==> src/rtl/ysyx_24080014_mem_arbiter.sv <==
// ---------------------------------------------------------------------------
// ysyx_24080014_mem_arbiter
//   Arbitrates a single shared memory port between the IFU (read-only) and
//   the LSU (load/store). One transaction is outstanding at a time. Ties are
//   broken round-robin, and a per-transaction watchdog aborts a stalled
//   transaction with an error response.
//
// Ports
//   clk, rst             : clock, asynchronous active-low reset
//   ifu_req_*/ifu_addr   : IFU read request (valid/ready)
//   ifu_rsp_*/ifu_rdata  : IFU response (valid, data, error)
//   lsu_req_*/lsu_*      : LSU request (addr, wen, wdata, wmask)
//   lsu_rsp_*/lsu_rdata  : LSU response (valid, data, error)
//   mem_req_*/mem_*      : shared memory request (valid/ready)
//   mem_rsp_valid/rdata  : shared memory response
//   busy                 : arbiter is not idle
// ---------------------------------------------------------------------------
module ysyx_24080014_mem_arbiter #(
    parameter int unsigned TIMEOUT = 255
) (
    input  logic        clk,
    input  logic        rst,

    input  logic        ifu_req_valid,
    output logic        ifu_req_ready,
    input  logic [31:0] ifu_addr,
    output logic        ifu_rsp_valid,
    output logic [31:0] ifu_rdata,
    output logic        ifu_rsp_err,

    input  logic        lsu_req_valid,
    output logic        lsu_req_ready,
    input  logic [31:0] lsu_addr,
    input  logic        lsu_wen,
    input  logic [31:0] lsu_wdata,
    input  logic [3:0]  lsu_wmask,
    output logic        lsu_rsp_valid,
    output logic [31:0] lsu_rdata,
    output logic        lsu_rsp_err,

    output logic        mem_req_valid,
    input  logic        mem_req_ready,
    output logic [31:0] mem_addr,
    output logic        mem_wen,
    output logic [31:0] mem_wdata,
    output logic [3:0]  mem_wmask,
    input  logic        mem_rsp_valid,
    input  logic [31:0] mem_rdata,

    output logic        busy
);

    typedef enum logic [1:0] {
        S_IDLE = 2'd0,
        S_REQ  = 2'd1,
        S_WAIT = 2'd2
    } state_e;

    typedef enum logic {
        OWN_IFU = 1'b0,
        OWN_LSU = 1'b1
    } owner_e;

    localparam logic [15:0] TMO_LAST = 16'(TIMEOUT - 1);

    state_e      r_state;
    state_e      w_state_nxt;
    owner_e      r_owner;
    owner_e      r_last_grant;
    logic [15:0] r_cnt;
    logic [31:0] r_addr;
    logic        r_wen;
    logic [31:0] r_wdata;
    logic [3:0]  r_wmask;

    logic        w_grant_ifu;
    logic        w_grant_lsu;
    logic        w_done;
    logic        w_timeout;
    logic        w_rsp;
    logic [31:0] w_rsp_data;

    // Grants only while out of reset so req_ready stays low during reset.
    always_comb begin
        w_grant_ifu = 1'b0;
        w_grant_lsu = 1'b0;
        if (rst && r_state == S_IDLE) begin
            w_grant_ifu = ifu_req_valid && (!lsu_req_valid || r_last_grant == OWN_LSU);
            w_grant_lsu = lsu_req_valid && (!ifu_req_valid || r_last_grant == OWN_IFU);
        end
    end

    // Completion beats a coinciding timeout.
    assign w_done     = (r_state == S_WAIT) && mem_rsp_valid;
    assign w_timeout  = (r_state != S_IDLE) && (r_cnt == TMO_LAST) && !w_done;
    assign w_rsp      = w_done || w_timeout;
    assign w_rsp_data = w_done ? mem_rdata : '0;

    always_comb begin
        w_state_nxt = r_state;
        case (r_state)
            S_IDLE: if (w_grant_ifu || w_grant_lsu) w_state_nxt = S_REQ;
            S_REQ: begin
                if (w_timeout)          w_state_nxt = S_IDLE;
                else if (mem_req_ready) w_state_nxt = S_WAIT;
            end
            S_WAIT: if (w_rsp) w_state_nxt = S_IDLE;
            default: w_state_nxt = S_IDLE;
        endcase
    end

    always_ff @(posedge clk or negedge rst) begin
        if (!rst) begin
            r_state      <= S_IDLE;
            r_owner      <= OWN_IFU;
            r_last_grant <= OWN_LSU;
            r_cnt        <= '0;
            r_addr       <= '0;
            r_wen        <= 1'b0;
            r_wdata      <= '0;
            r_wmask      <= '0;
        end else begin
            r_state <= w_state_nxt;
            if (w_grant_ifu) begin
                r_owner      <= OWN_IFU;
                r_last_grant <= OWN_IFU;
                r_cnt        <= '0;
                r_addr       <= ifu_addr;
                r_wen        <= 1'b0;
                r_wdata      <= '0;
                r_wmask      <= '0;
            end else if (w_grant_lsu) begin
                r_owner      <= OWN_LSU;
                r_last_grant <= OWN_LSU;
                r_cnt        <= '0;
                r_addr       <= lsu_addr;
                r_wen        <= lsu_wen;
                r_wdata      <= lsu_wdata;
                r_wmask      <= lsu_wmask;
            end else if (r_state != S_IDLE) begin
                r_cnt <= r_cnt + 16'd1;
            end
        end
    end

    always_comb begin
        ifu_req_ready = w_grant_ifu;
        lsu_req_ready = w_grant_lsu;

        mem_req_valid = 1'b0;
        mem_addr      = '0;
        mem_wen       = 1'b0;
        mem_wdata     = '0;
        mem_wmask     = '0;
        if (r_state == S_REQ) begin
            mem_req_valid = 1'b1;
            mem_addr      = r_addr;
            mem_wen       = r_wen;
            mem_wdata     = r_wdata;
            mem_wmask     = r_wmask;
        end

        ifu_rsp_valid = 1'b0;
        ifu_rdata     = '0;
        ifu_rsp_err   = 1'b0;
        lsu_rsp_valid = 1'b0;
        lsu_rdata     = '0;
        lsu_rsp_err   = 1'b0;
        if (w_rsp) begin
            if (r_owner == OWN_IFU) begin
                ifu_rsp_valid = 1'b1;
                ifu_rdata     = w_rsp_data;
                ifu_rsp_err   = w_timeout;
            end else begin
                lsu_rsp_valid = 1'b1;
                lsu_rdata     = w_rsp_data;
                lsu_rsp_err   = w_timeout;
            end
        end

        busy = (r_state != S_IDLE);
    end

endmodule

==> config.mk <==
export PLATFORM = sky130hd
export DESIGN_NAME = ysyx_24080014_mem_arbiter
export DESIGN_NICKNAME = d
export VERILOG_FILES = /design/src/rtl/ysyx_24080014_mem_arbiter.sv
export SDC_FILE = /design/constraint.sdc
export NUM_CORES = 1
export LEC_CHECK = 0
export BUFFER_PORTS_ARGS = -buffer_cell sky130_fd_sc_hd__buf_4
export CORE_MARGIN = 10
export CORE_UTILIZATION = 25
export DETAILED_ROUTE_END_ITERATION = 8
export PLACE_DENSITY = 0.48
export SLEW_MARGIN = 15
export SYNTH_ARGS = -nofsm -noshare
export SYNTH_HDL_FRONTEND = slang
export SYNTH_SLANG_ARGS = --single-unit
==> constraint.sdc <==
create_clock -name clk -period 3 [get_ports clk]
set_input_delay 0.15 -clock clk [delete_from_list [all_inputs] [get_ports clk]]
set_output_delay 0.15 -clock clk [all_outputs]
set_load 0.03 [all_outputs]
Yosys cells after proc, flatten, opt, wreduce, memory -nomap -nowiden
Cells that the tools add are included.
Widths: inputs -> output; s select.

cells by class
  bitwise logic cells = 1
  equal/unequal tests = 6
  reductions and logical operators = 18
  add/sub/neg operators = 1
  mux-type cells = 38

operators by type and width
  kind                   number
  $mux 32                11
  $mux 16                3
  $add 16x1->16 const B  1
  $eq 16x8->1 const B    1
  $mux 1                 16
  $mux 4                 3
  $mux 2                 4
  $logic_and 1x1->1      6
  $pmux 2 s3             1
  $logic_or 1x1->1       4
  $reduce_bool 2->1      2
  $logic_not 1->1        3
  $ne 3x3->1 const B     1
  $reduce_and 3->1       1
  $reduce_bool 3->1      1
  $eq 2x1->1 const B     1
  $eq 2x2->1 const B     1
  $logic_not 2->1        1
  $ne 2x1->1 const B     1
  $ne 2x2->1 const B     1
  $not 1->1              1

word-level totals
  flip-flop bits (word level) = 89
  output and inout bits = 141
  logic and storage cells = 72

Logic depth before layout (Yosys ltp)
Gate-level depths: netlist of the first run.

  depth in word-level cells = 7
  depth in mapped cells = 7
  depth with buffers taken out = 5

Worst setup path after synthesis of the first run
Ideal clock, no wire load.

  path kind = flip-flop to output port
  from = reg r_cnt[12]
  to = out ifu_rsp_err
  required time = 2,850 ps
  path slack = 904 ps
  data arrival time = 1,946 ps
  cell stages (with the launch flop) = 5
  cells stage by stage = dfrtp_1 > nor4_1 > nand3_1 > nor4_2 > nor3b_1

on the way
  cells in the longest elaborated chain, start to end = 5

RTL lines
  element                                            RTL line  text
  start: declaration                                 70        logic [15:0] r_cnt;
  start signal: assignment                           141       r_cnt <= r_cnt + 16'd1;
  $eq 16x8->1 *                                      95        assign w_timeout = (r_state != S_IDLE) && (r_cnt == TMO_LAST) && !w_done;
  $logic_and 1x1->1 * (2 in series)                  95
  $mux 1 / $logic_or 1x1->1 (equally long branches)  170, 96
  $mux 1 *                                           169       if (w_rsp) begin
  end: declaration                                   29        output logic ifu_rsp_err,

Every way passes the cells marked *; elsewhere a longest branch is shown, timed or not.

Final worst setup path of the first run
  from = reg r_state[1]
  to = out lsu_req_ready

on the way
  cells in the longest elaborated chain, start to end = 3

RTL lines
  element                   RTL line  text
  start: declaration        66        state_e r_state;
  start signal: assignment  123       r_state <= w_state_nxt;
  $logic_not 2->1           87        if (rst && r_state == S_IDLE) begin
  $logic_and 1x1->1         87
  $mux 1                    87
  end: declaration          32        output logic lsu_req_ready,

Every way passes these cells.

==> results by group, run 1 <==
Synth
  • Number of synthesized flops with an enable pin: 0
  • Sequential area share after synthesis: 46.79%
  • Synth top area cells: dfrtp_1 (46%), and2_1 (13%), nand2_1 (8.3%)
  • Synth unique cells: 42
  • Synth area leader: dfrtp_1
  • Post-synth net total: 695
  • Top_reg_cell synth: dfrtp_1
  • Post-Syn Instances: 554
  • Avg Inst Size Synth: 8.596 µm²
  • Netlist Area Pre-Place: around 4800 µm²
  • Async set or reset register ratio after synthesis: 100.0%
  • Share of the synthesized area in the top cell type: 46.24%
  • Most frequent cell after synthesis: nand2_1
  • Ys Warns: 0
  • #FFs+latches synth: between 80 and 90
  • Commonest cells post-synth: nand2_1 (105), and2_1 (102), dfrtp_1 (88), nor2_1 (47), and3_1 (34)

Timing
  • Hold slack: 0.02289 ns
  • Final hold vios: 0
  • Fmax: between 400 and 500 MHz
  • Worst-margin pin slew: 0.9618 ns
  • Max_slew headroom: between 30 and 40%
  • RSZ-0062 raised after global routing: no
  • Fin Clk Skew: around 0.0099 ns
  • Min Clock Period, post-route: approximately 2.5 ns
  • Max-slew violation count: 0
  • Fin crit share: between 80 and 90%
  • Final setup violation count: 0
  • Setup_tns: 0 ns

Clock network
  • H-tree depth: 3
  • Postcts setup bufs: 0
  • Clk sinks: 89
  • Worst-skew pair later-pin latency: 0.35 ns
  • CTS Buf Count: 9
  • Clk buf depth: 2
  • Clock-pin slew on the worst setup and hold paths: 0.07 ns
  • Post-cts sizing count: 0
  • Clk root buf: clkbuf_16
  • CTS tree: done

Floorplan
  • Floorplan core area: 18710 µm²
  • # IOs: 280
  • Die H: 158.0 µm
  • Die width: 158.0 µm
  • Rows: 50
  • Die Area: 24970 µm²
  • Initial core utilization: 25.46%

Global routing
  • Grt ovf: 0
  • Largest net degree at the start of global routing: 72
  • Vias in the first global route: between 5000 and 6000
  • Tot GR Track Use: 14.44%
  • Initial antenna violation count: 1
  • First-pass GRT wire length: 28.66 mm

Power
  • Worst vdd rail ir drop: 0.4051 mV
  • PwrDens: 803.4 nW/µm²
  • Lkg Pwr: approximately 3.9 nW
  • Power Total: approximately 5.9 mW

Place
  • # placed instances: 1032
  • PortBufs: 279
  • Post-DP HPWL: 14.76 mm
  • Routability cong.: 0.8427

Routing
  • Vias/cell: ~4.6
  • Detailed Routing Iterations Pass 1: 4
  • Vias: 4876
  • DR WL/cell: ~18 µm
  • Initial drt markers: 204
  • Total length of routed wires: 19.26 mm
  • Routed Antenna Nets: 0
  • DRC errors left: 0

Outcome
  • Status: completed

Setup path
  • Crit Path Category: flip-flop to output port
  • Crit end category: output port
  • Worst EP arrival: between 2 and 2.5 ns
  • Worst setup SP type: flip-flop
  • Critical Path RT: 2.85 ns
  • CP max FO: 33

Cells and area
  • Post-Layout Cell Count: 1051
  • Nets: 952
  • Synthesis-to-layout area growth: 55.47%
  • Layout cell share with drive strength beyond 1: between 30% and 40%
  • Core Util, Final: between 30% and 40%

Job
  • Max-Cap Viols: 0

Min path
  • Hold WC Path Type: input port to flip-flop
==> timing repair <==
| action | in CTS | in global routing |
|---|---|---|
| hold buffers | 2 | 0 |
| endpoints found under the hold margin | 39 | 0 |
| setup endpoints to repair | 0 | 0 |
==> final timing paths <==
| check | depth (start not counted) | start | slack (ns) | endpoint |
|---|---|---|---|---|
| max | 6 | r_state[1] | 0.52 | lsu_req_ready |
| min | 2 | lsu_wdata[0] | 0.02 | r_wdata[0] |
| max reg2reg | 7 | r_state[1] | 0.88 | r_addr[27] |
| min reg2reg | 1 | r_wdata[14] | 0.49 | r_wdata[14] |
| max in group asynchronous | 4 | rst | 1.41 | r_cnt[10] |
| min in group asynchronous | 2 | rst | 0.23 | r_state[0] |
==> layout by cell type, fill, tap and decap left out, drive strengths merged, types with 2 or more instances in the layout <==
cell	n
a21oi	17
and3	34
a31oi	32
nand4	6
o21ai	2
nor4	4
a22o	22
o31ai	3
ha	2
xor2	5
nor2	47
clkinv	3
buf	288
xnor2	4
nand2	105
o211ai	4
dfrtp	88
and2	102
inv	12
nand3	6
or3	4
dlygate4sd3	2
clkbuf	9
==> metal layers <==
metal	part of all wire [%]	vias up	wire [µm]	GRT usage, %
met5	0	-	0	0
li1	-	2376	-	-
met3	8.9	11	1721	6.269
met2	51	151	9827	24.23
met1	39	2338	7546	16.74
met4	0.85	0	163	3.000
==> stage by stage <==
stage / instance area, µm² / setup WS, ns
global placement: 7069 / 0.8976
finish: 7403 / 0.5178
detailed placement: 7069 / 0.8309
CTS: 7401 / 0.4784
floorplan: 4762 / 0.9044
global route: 7403 / 0.2686
==> cell type report <==
cell class / count / area [µm²]
diodes: 1 / 2.502
clock buffers: 9 / 225.2
clock inverters: 7 / 86.33
fillers: 1932 / 11300
inverters: 9 / 33.78
multi-input cells: 412 / 2340
flip-flops and latches: 89 / 2228
well taps: 234 / 292.8
repair buffers: 290 / 2195
==> registers in the layout, indices dropped and copies added (netlist names) <==
register,cells
r_state,2
r_wmask,4
r_addr,32
r_last_grant,1
r_wdata,32
r_wen,1
r_cnt,16
r_owner,1
==> power by group <==
group	internal [mW]	switching, mW	leakage, nW
registers	1.71	0.360	1.12
logic	1.08	1.62	2.61
clock network	0.662	0.516	0.154
==> worst max-delay path: stages (launching register included) <==
cell and delay (ns):
dfrtp_1 0.50, nor2_1 0.37, nand4_1 0.19, buf_4 0.27, inv_2 0.08, buf_4 0.33, buf_4 0.23
==> cells by family (layout without fill, tap and decap cells) <==
family,count (synthesis),in the layout,synth area share [%]
AO/OA/AOI/OAI,88,88,13.08
XOR/XNOR,9,9,1.655
adder cells (fa/ha/maj),2,2,0.5254
buffers and inverters,53,315,4.598
flip-flops,89,89,46.79
multiplexers,1,1,0.2102
other,0,1,0
AND/OR/NAND/NOR,312,312,33.13
Power figures use the tool's default switching activity.
==> run 2, diff against run 1 <==
--- a/config.mk
+++ b/config.mk
@@ -5,11 +5,12 @@
 export SDC_FILE = /design/constraint.sdc
 export NUM_CORES = 1
 export LEC_CHECK = 0
+export ABC_AREA = 1
 export BUFFER_PORTS_ARGS = -buffer_cell sky130_fd_sc_hd__buf_4
 export CORE_MARGIN = 10
 export CORE_UTILIZATION = 25
 export DETAILED_ROUTE_END_ITERATION = 8
-export PLACE_DENSITY = 0.48
+export PLACE_DENSITY = 0.47
 export SLEW_MARGIN = 15
 export SYNTH_ARGS = -nofsm -noshare
 export SYNTH_HDL_FRONTEND = slang
==> constraint.sdc (replaced) <==
create_clock -name clk -period 2.5 [get_ports clk]
set_input_delay 0.125 -clock clk [delete_from_list [all_inputs] [get_ports clk]]
set_output_delay 0.125 -clock clk [all_outputs]
set_load 0.03 [all_outputs]
==> results by group, run 2 <==
Power
  • Worst vdd rail ir drop: 0.4527 mV
  • Lkg Pwr: 4.061 nW
  • Power Total: 7.719 mW
  • PwrDens: 956.0 nW/µm²

Clock network
  • H-tree depth: 3
  • CTS Buf Count: 9
  • CTS tree: done
  • Clk root buf: clkbuf_16
  • Worst-skew pair later-pin latency: 0.34 ns
  • Clk sinks: 89
  • Clk buf depth: 2
  • Clock-pin slew on the worst setup and hold paths: 0.07 ns
  • Post-cts sizing count: 0

Cells and area
  • Layout cell share with drive strength beyond 1: 36.21%
  • Largest registers: r_addr (32), r_wdata (32), r_cnt (16)
  • Finished Cell Area: 8074 µm²
  • Nets: 1111
  • Synthesis-to-layout area growth: 56.28%
  • Filler cells: 2148
  • Commonest non-fill, non-tap cell in the layout: buf_4
  • Most frequent cells in the layout: buf_4 (287), inv_1 (122), nand2_1 (101)

Timing
  • Max_slew headroom: roughly a third
  • Setup_tns: 0 ns
  • RSZ-0062 raised after global routing: no
  • Fin crit share: between 90% and 100%
  • Min Clock Period, post-route: 2.279 ns
  • Fin Clk Skew: about 0.0063 ns
  • Max-slew violation count: 0
  • Fmax: ~440 MHz
  • Final setup violation count: 0
  • Hold slack: ~0.0094 ns
  • Worst-margin pin slew: around 0.97 ns
  • Final hold vios: 0

Setup path
  • FF-to-FF setup slack: 0.55 ns
  • Max incr delay on CP: 0.55 ns
  • Crit end category: output port
  • Crit path max-delay family: buffers and inverters
  • Reg2reg start: r_last_grant
  • Worst EP arrival: between 2 and 2.5 ns
  • CP bufs+invs: 3
  • Slowest cell on crit path: inv_2
  • CP max FO: 38
  • Worst setup SP type: flip-flop
  • Reg2Reg Depth: 8
  • Crit Path Category: flip-flop to output port
  • CP Cell Sequence: inv_2 -> nand2_4 -> nor2_8 -> nand2_8 -> inv_2 -> buf_4
  • RR Endpoint: r_state[1]
  • Critical Path RT: between 2 and 2.5 ns
  • Top cell by count, worst path: inv_2

Min path
  • Hold WC Path Type: input port to flip-flop
  • HP Start: lsu_wdata[28]
  • Hold Path Sink: r_wdata[28]
  • Hold path depth: 3

Routing
  • Routed Antenna Nets: 0
  • Detailed Routing Iterations Pass 1: 4
  • DRC errors left: 0
  • Total length of routed wires: approximately 20 mm
  • Vias: 5213
  • Initial drt markers: 212
  • Vias/cell: 4.184
  • DR WL/cell: 15.61 µm

Global routing
  • Initial antenna violation count: 1
  • Met1 usage: between 15 and 20%
  • Met3 GRT Util: 6.508%
  • Busiest grt layer: met2
  • Largest net degree at the start of global routing: 73
  • Grt ovf: 0
  • GR Util met2: 22.76%
  • First-pass GRT wire length: a little under 30 mm
  • Tot GR Track Use: 13.90%
  • Vias in the first global route: 5333

Floorplan
  • # IOs: 280
  • Initial core utilization: between 20 and 30%
  • Rows: 52
  • Floorplan core area: ~20000 µm²
  • Die width: ~160 µm
  • Die H: 163.8 µm
  • Die Area: about 27000 µm²

Synth
  • Ys Warns: 0
  • Post-synth net total: between 800 and 900
  • Post-Syn Instances: 679
  • #FFs+latches synth: 89
  • Synth top area cells: dfrtp_1 (43%), inv_1 (8.9%), a22oi_2 (7.8%)
  • Synth unique cells: 32
  • Async set or reset register ratio after synthesis: 100.0%
  • Sequential area share after synthesis: 43.13%
  • Commonest cells post-synth: inv_1 (122), nand2_1 (102), nor2_1 (99), dfrtp_1 (88), nor3_1 (68)
  • Top_reg_cell synth: dfrtp_1
  • Most frequent cell after synthesis: inv_1
  • Number of synthesized flops with an enable pin: 0
  • Synth area leader: dfrtp_1
  • Share of the synthesized area in the top cell type: 42.63%
  • Netlist Area Pre-Place: between 5000 and 6000 µm²
  • Avg Inst Size Synth: ~7.6 µm²

Place
  • Post-DP HPWL: about 14 mm
  • Routability cong.: 0.7574
  • Area after DPL: 7418 µm²
  • PortBufs: 279

Outcome
  • Status: completed

Job
  • Max-Cap Viols: 0
==> run 2: kinds of logic (layout without fill, tap and decap cells) <==
group	Yosys count	after routing	synth area share [%]
simple gates	291	291	24.87
other cells	0	1	0
flops	89	89	43.13
xor+xnor	1	1	0.1696
fa+ha+maj	2	2	0.4843
buf+inv	171	467	14.22
compound gates	125	125	17.12
==> run 2: layer usage <==
metal | up-vias | share of wire [%] | routed length, µm
met1 | 2341 | 41 | 8053
met4 | 0 | 0.74 | 143
met3 | 10 | 8.9 | 1731
met5 | - | 0 | 0
met2 | 138 | 49 | 9517
li1 | 2724 | - | -
==> run 2: worst max path at each step <==
stage / startpoint / end / slack, ns / cells past startpoint
floorplan: r_state[1] / ifu_rdata[11] / 0.74 / 6
global placement: rst / lsu_req_ready / 0.52 / 6
detailed placement: r_last_grant / r_state[1] / 0.52 / 8
CTS: r_state[0] / lsu_req_ready / 0.16 / 6
global route: r_state[1] / lsu_req_ready / 0.04 / 6
finish: r_state[0] / lsu_req_ready / 0.22 / 6
==> run 2: cell type report <==
class,instances,area (µm²),area share (%)
well taps,270,337.8,4.184
diodes,1,2.502,0.03099
clock buffers,9,225.2,2.789
repair buffers,322,2505,31.02
clock inverters,7,77.57,0.9608
flip-flops and latches,89,2228,27.60
inverters,129,491.7,6.090
multi-input cells,419,2206,27.32
==> run 2: worst min-delay path: stages <==
cell and delay, ns:
buf_4 0.08, nand2_1 0.04, o21ai_1 0.07
==> run 2: per-stage QoR <==
step | std cells | worst slack [ns] | utilization, %
finish | 1246 | 0.2211 | 39.77
global route | 1245 | 0.04468 | 39.76
global placement | 1194 | 0.5158 | 36.54
detailed placement | 1194 | 0.5163 | 36.54
floorplan | 679 | 0.7389 | -
CTS | 1245 | 0.1591 | 39.76
==> run 2: timing repair <==
item / CTS / global route
hold buffers: 35 / 0
endpoints found under the setup margin: 0 / 0
setup buffers: 0 / 0
endpoints found under the hold margin: 51 / 0
==> run 2: power breakdown <==
group          switching (mW)  leakage (nW)  internal (mW)
clock                   0.609         0.135          0.782
combinational            2.65          2.81           1.42
sequential              0.219          1.12           2.04
total                    3.48          4.06           4.24
==> run 3, diff against run 2 <==
--- a/config.mk
+++ b/config.mk
@@ -10,7 +10,7 @@
 export CORE_MARGIN = 10
 export CORE_UTILIZATION = 25
 export DETAILED_ROUTE_END_ITERATION = 8
-export PLACE_DENSITY = 0.47
+export REMOVE_ABC_BUFFERS = 1
 export SLEW_MARGIN = 15
 export SYNTH_ARGS = -nofsm -noshare
 export SYNTH_HDL_FRONTEND = slang
==> results by group, run 3 (synthesis results as in run 2) <==
Outcome
  • Status: completed

Global routing
  • Tot GR Track Use: 13.71%
  • Largest net degree at the start of global routing: 66
  • Vias in the first global route: 5333
  • Initial antenna violation count: 0
  • First-pass GRT wire length: 29.43 mm
  • Grt ovf: 0

Clock network
  • H-tree depth: 3
  • CTS tree: done
  • Clk root buf: clkbuf_16
  • Clk sinks: 89
  • Post-cts sizing count: 0
  • Clock-pin slew on the worst setup and hold paths: 0.07 ns
  • CTS Buf Count: 9
  • Worst-skew pair later-pin latency: 0.35 ns
  • Clk buf depth: 2

Cells and area
  • Layout cell share with drive strength beyond 1: 36.10%
  • Core Util, Final: 39.81%
  • Nets: 1112
  • Most frequent cells in the layout: buf_4 (285), inv_1 (122), nand2_1 (101)
  • Final antenna diode count: 0
  • Filler cells: around 2100
  • Post-Layout Cell Count: 1245
  • Commonest non-fill, non-tap cell in the layout: buf_4
  • Synthesis-to-layout area growth: 56.43%
  • Largest registers: r_addr (32), r_wdata (32), r_cnt (16)

Setup path
  • Crit end category: output port
  • CP max FO: 35
  • Crit Path Category: flip-flop to output port
  • Reg2Reg Depth: 8
  • Worst EP arrival: between 2 and 2.5 ns
  • Critical path depth: 5
  • Max incr delay on CP: about 0.54 ns
  • Crit path max-delay family: buffers and inverters
  • CP bufs+invs: 3
  • Critical Path RT: 2.38 ns
  • Slowest cell on crit path: dfstp_2
  • CP Cell Sequence: inv_1 -> a21boi_2 -> nand2_8 -> inv_4 -> buf_4
  • Worst setup SP type: flip-flop

Routing
  • Routed Antenna Nets: 0
  • Detailed Routing Iterations Pass 1: 4
  • Initial drt markers: 371
  • Vias: 5355
  • Total length of routed wires: 19.32 mm
  • DR WL/cell: 15.51 µm
  • DRC errors left: 0
  • Vias/cell: 4.301

Timing
  • Worst-margin pin slew: 0.8666 ns
  • Hold slack: 0.002534 ns
  • Max-slew violation count: 0
  • RSZ-0062 raised after global routing: no
  • Final setup margin: 0.3433 ns
  • Max_slew headroom: 42.23%
  • Fmax: around 460 MHz
  • Min Clock Period, post-route: about 2.2 ns
  • Fin crit share: around 86%
  • Final setup violation count: 0
  • Final hold vios: 0
  • Fin Clk Skew: 0.008618 ns

Floorplan
  • # IOs: 280
  • Initial core utilization: 25.45%
  • Die Area: 26810 µm²
  • Die H: 163.8 µm
  • Floorplan core area: just over 20000 µm²
  • Die width: 163.8 µm
  • Rows: 52

Power
  • Lkg Pwr: 4.071 nW
  • Sw Pwr: 3.508 mW
  • Power Total: approximately 7.7 mW
  • Net Sw Frac: 45.74%
  • Gate power share: between 50 and 60%
  • Worst vdd rail ir drop: 0.4321 mV
  • Total internal power: 4.162 mW
  • Clock power frac: 17.1%
  • Sequential Power Share: 29.0%
  • PwrDens: 949.0 nW/µm²

Place
  • PortBufs: between 200 and 300
  • Post-Place Worst Slack: roughly 0.50 ns
  • # placed instances: 1194
  • Post-DP HPWL: 14.52 mm
  • Routability cong.: 0.8039

Min path
  • Hold WC Path Type: input port to flip-flop
  • Hold path depth: 3

Job
  • Max-Cap Viols: 0
[run 3: repair_timing]
action,CTS,global route
hold endpoints to repair,59,0
hold buffers,36,0
buffers inserted,0,0
[run 3: power groups by stage]
stage               clock network, mW  registers [mW]  logic, mW
floorplan                           0            2.26       2.59
global placement                    0            2.24       4.12
detailed placement                  0            2.26       4.15
CTS                              1.36            2.23       4.21
global route                     1.42            2.28       4.53
finish                           1.31            2.22       4.14
[run 3: worst register-to-register path, stage by stage, from the launching register on]
cell and delay (ns):
dfstp_2 0.54, inv_1 0.06, a21boi_2 0.24, nand2_8 0.20, nand2_8 0.32, inv_6 0.23
nand2_1 0.16, nand2_1 0.06, a21oi_1 0.11
[run 3: cell type report]
type,instances,area (µm²),area share [%]
Sequential cell,89,2228,27.57
Timing Repair Buffer,323,2540,31.43
Inverter,129,491.7,6.085
Multi-Input combinational cell,419,2206,27.30
Clock inverter,6,52.55,0.6503
Tap cell,270,337.8,4.180
Clock buffer,9,225.2,2.787
[run 3: stage by stage]
stage / TNS [ns] / cell area [µm²]
floorplan: -4.195 / 4923
global placement: 0 / 7443
detailed placement: 0 / 7443
CTS: 0 / 8082
global route: 0 / 8082
finish: 0 / 8082
[run 3: routing by layer]
metal | GRT usage [%] | vias to the layer above | share of wire, %
met5 | 0 | - | 0
met4 | 3.940 | 0 | 1.3
met3 | 4.305 | 14 | 6.5
met2 | 23.19 | 131 | 52
met1 | 16.38 | 2496 | 40
li1 | - | 2714 | -
[run 3: worst paths after layout]
path | to | slack (ns) | from
hold reg to reg | r_wdata[9] | 0.52 | r_wdata[9]
max in group asynchronous | r_wdata[10] | 0.96 | rst
setup reg to reg | r_state[1] | 0.51 | r_last_grant
hold / removal | r_wdata[16] | 0.003 | lsu_wdata[16]
min in group asynchronous | r_addr[11] | 0.36 | rst
setup / recovery | ifu_req_ready | 0.34 | r_last_grant
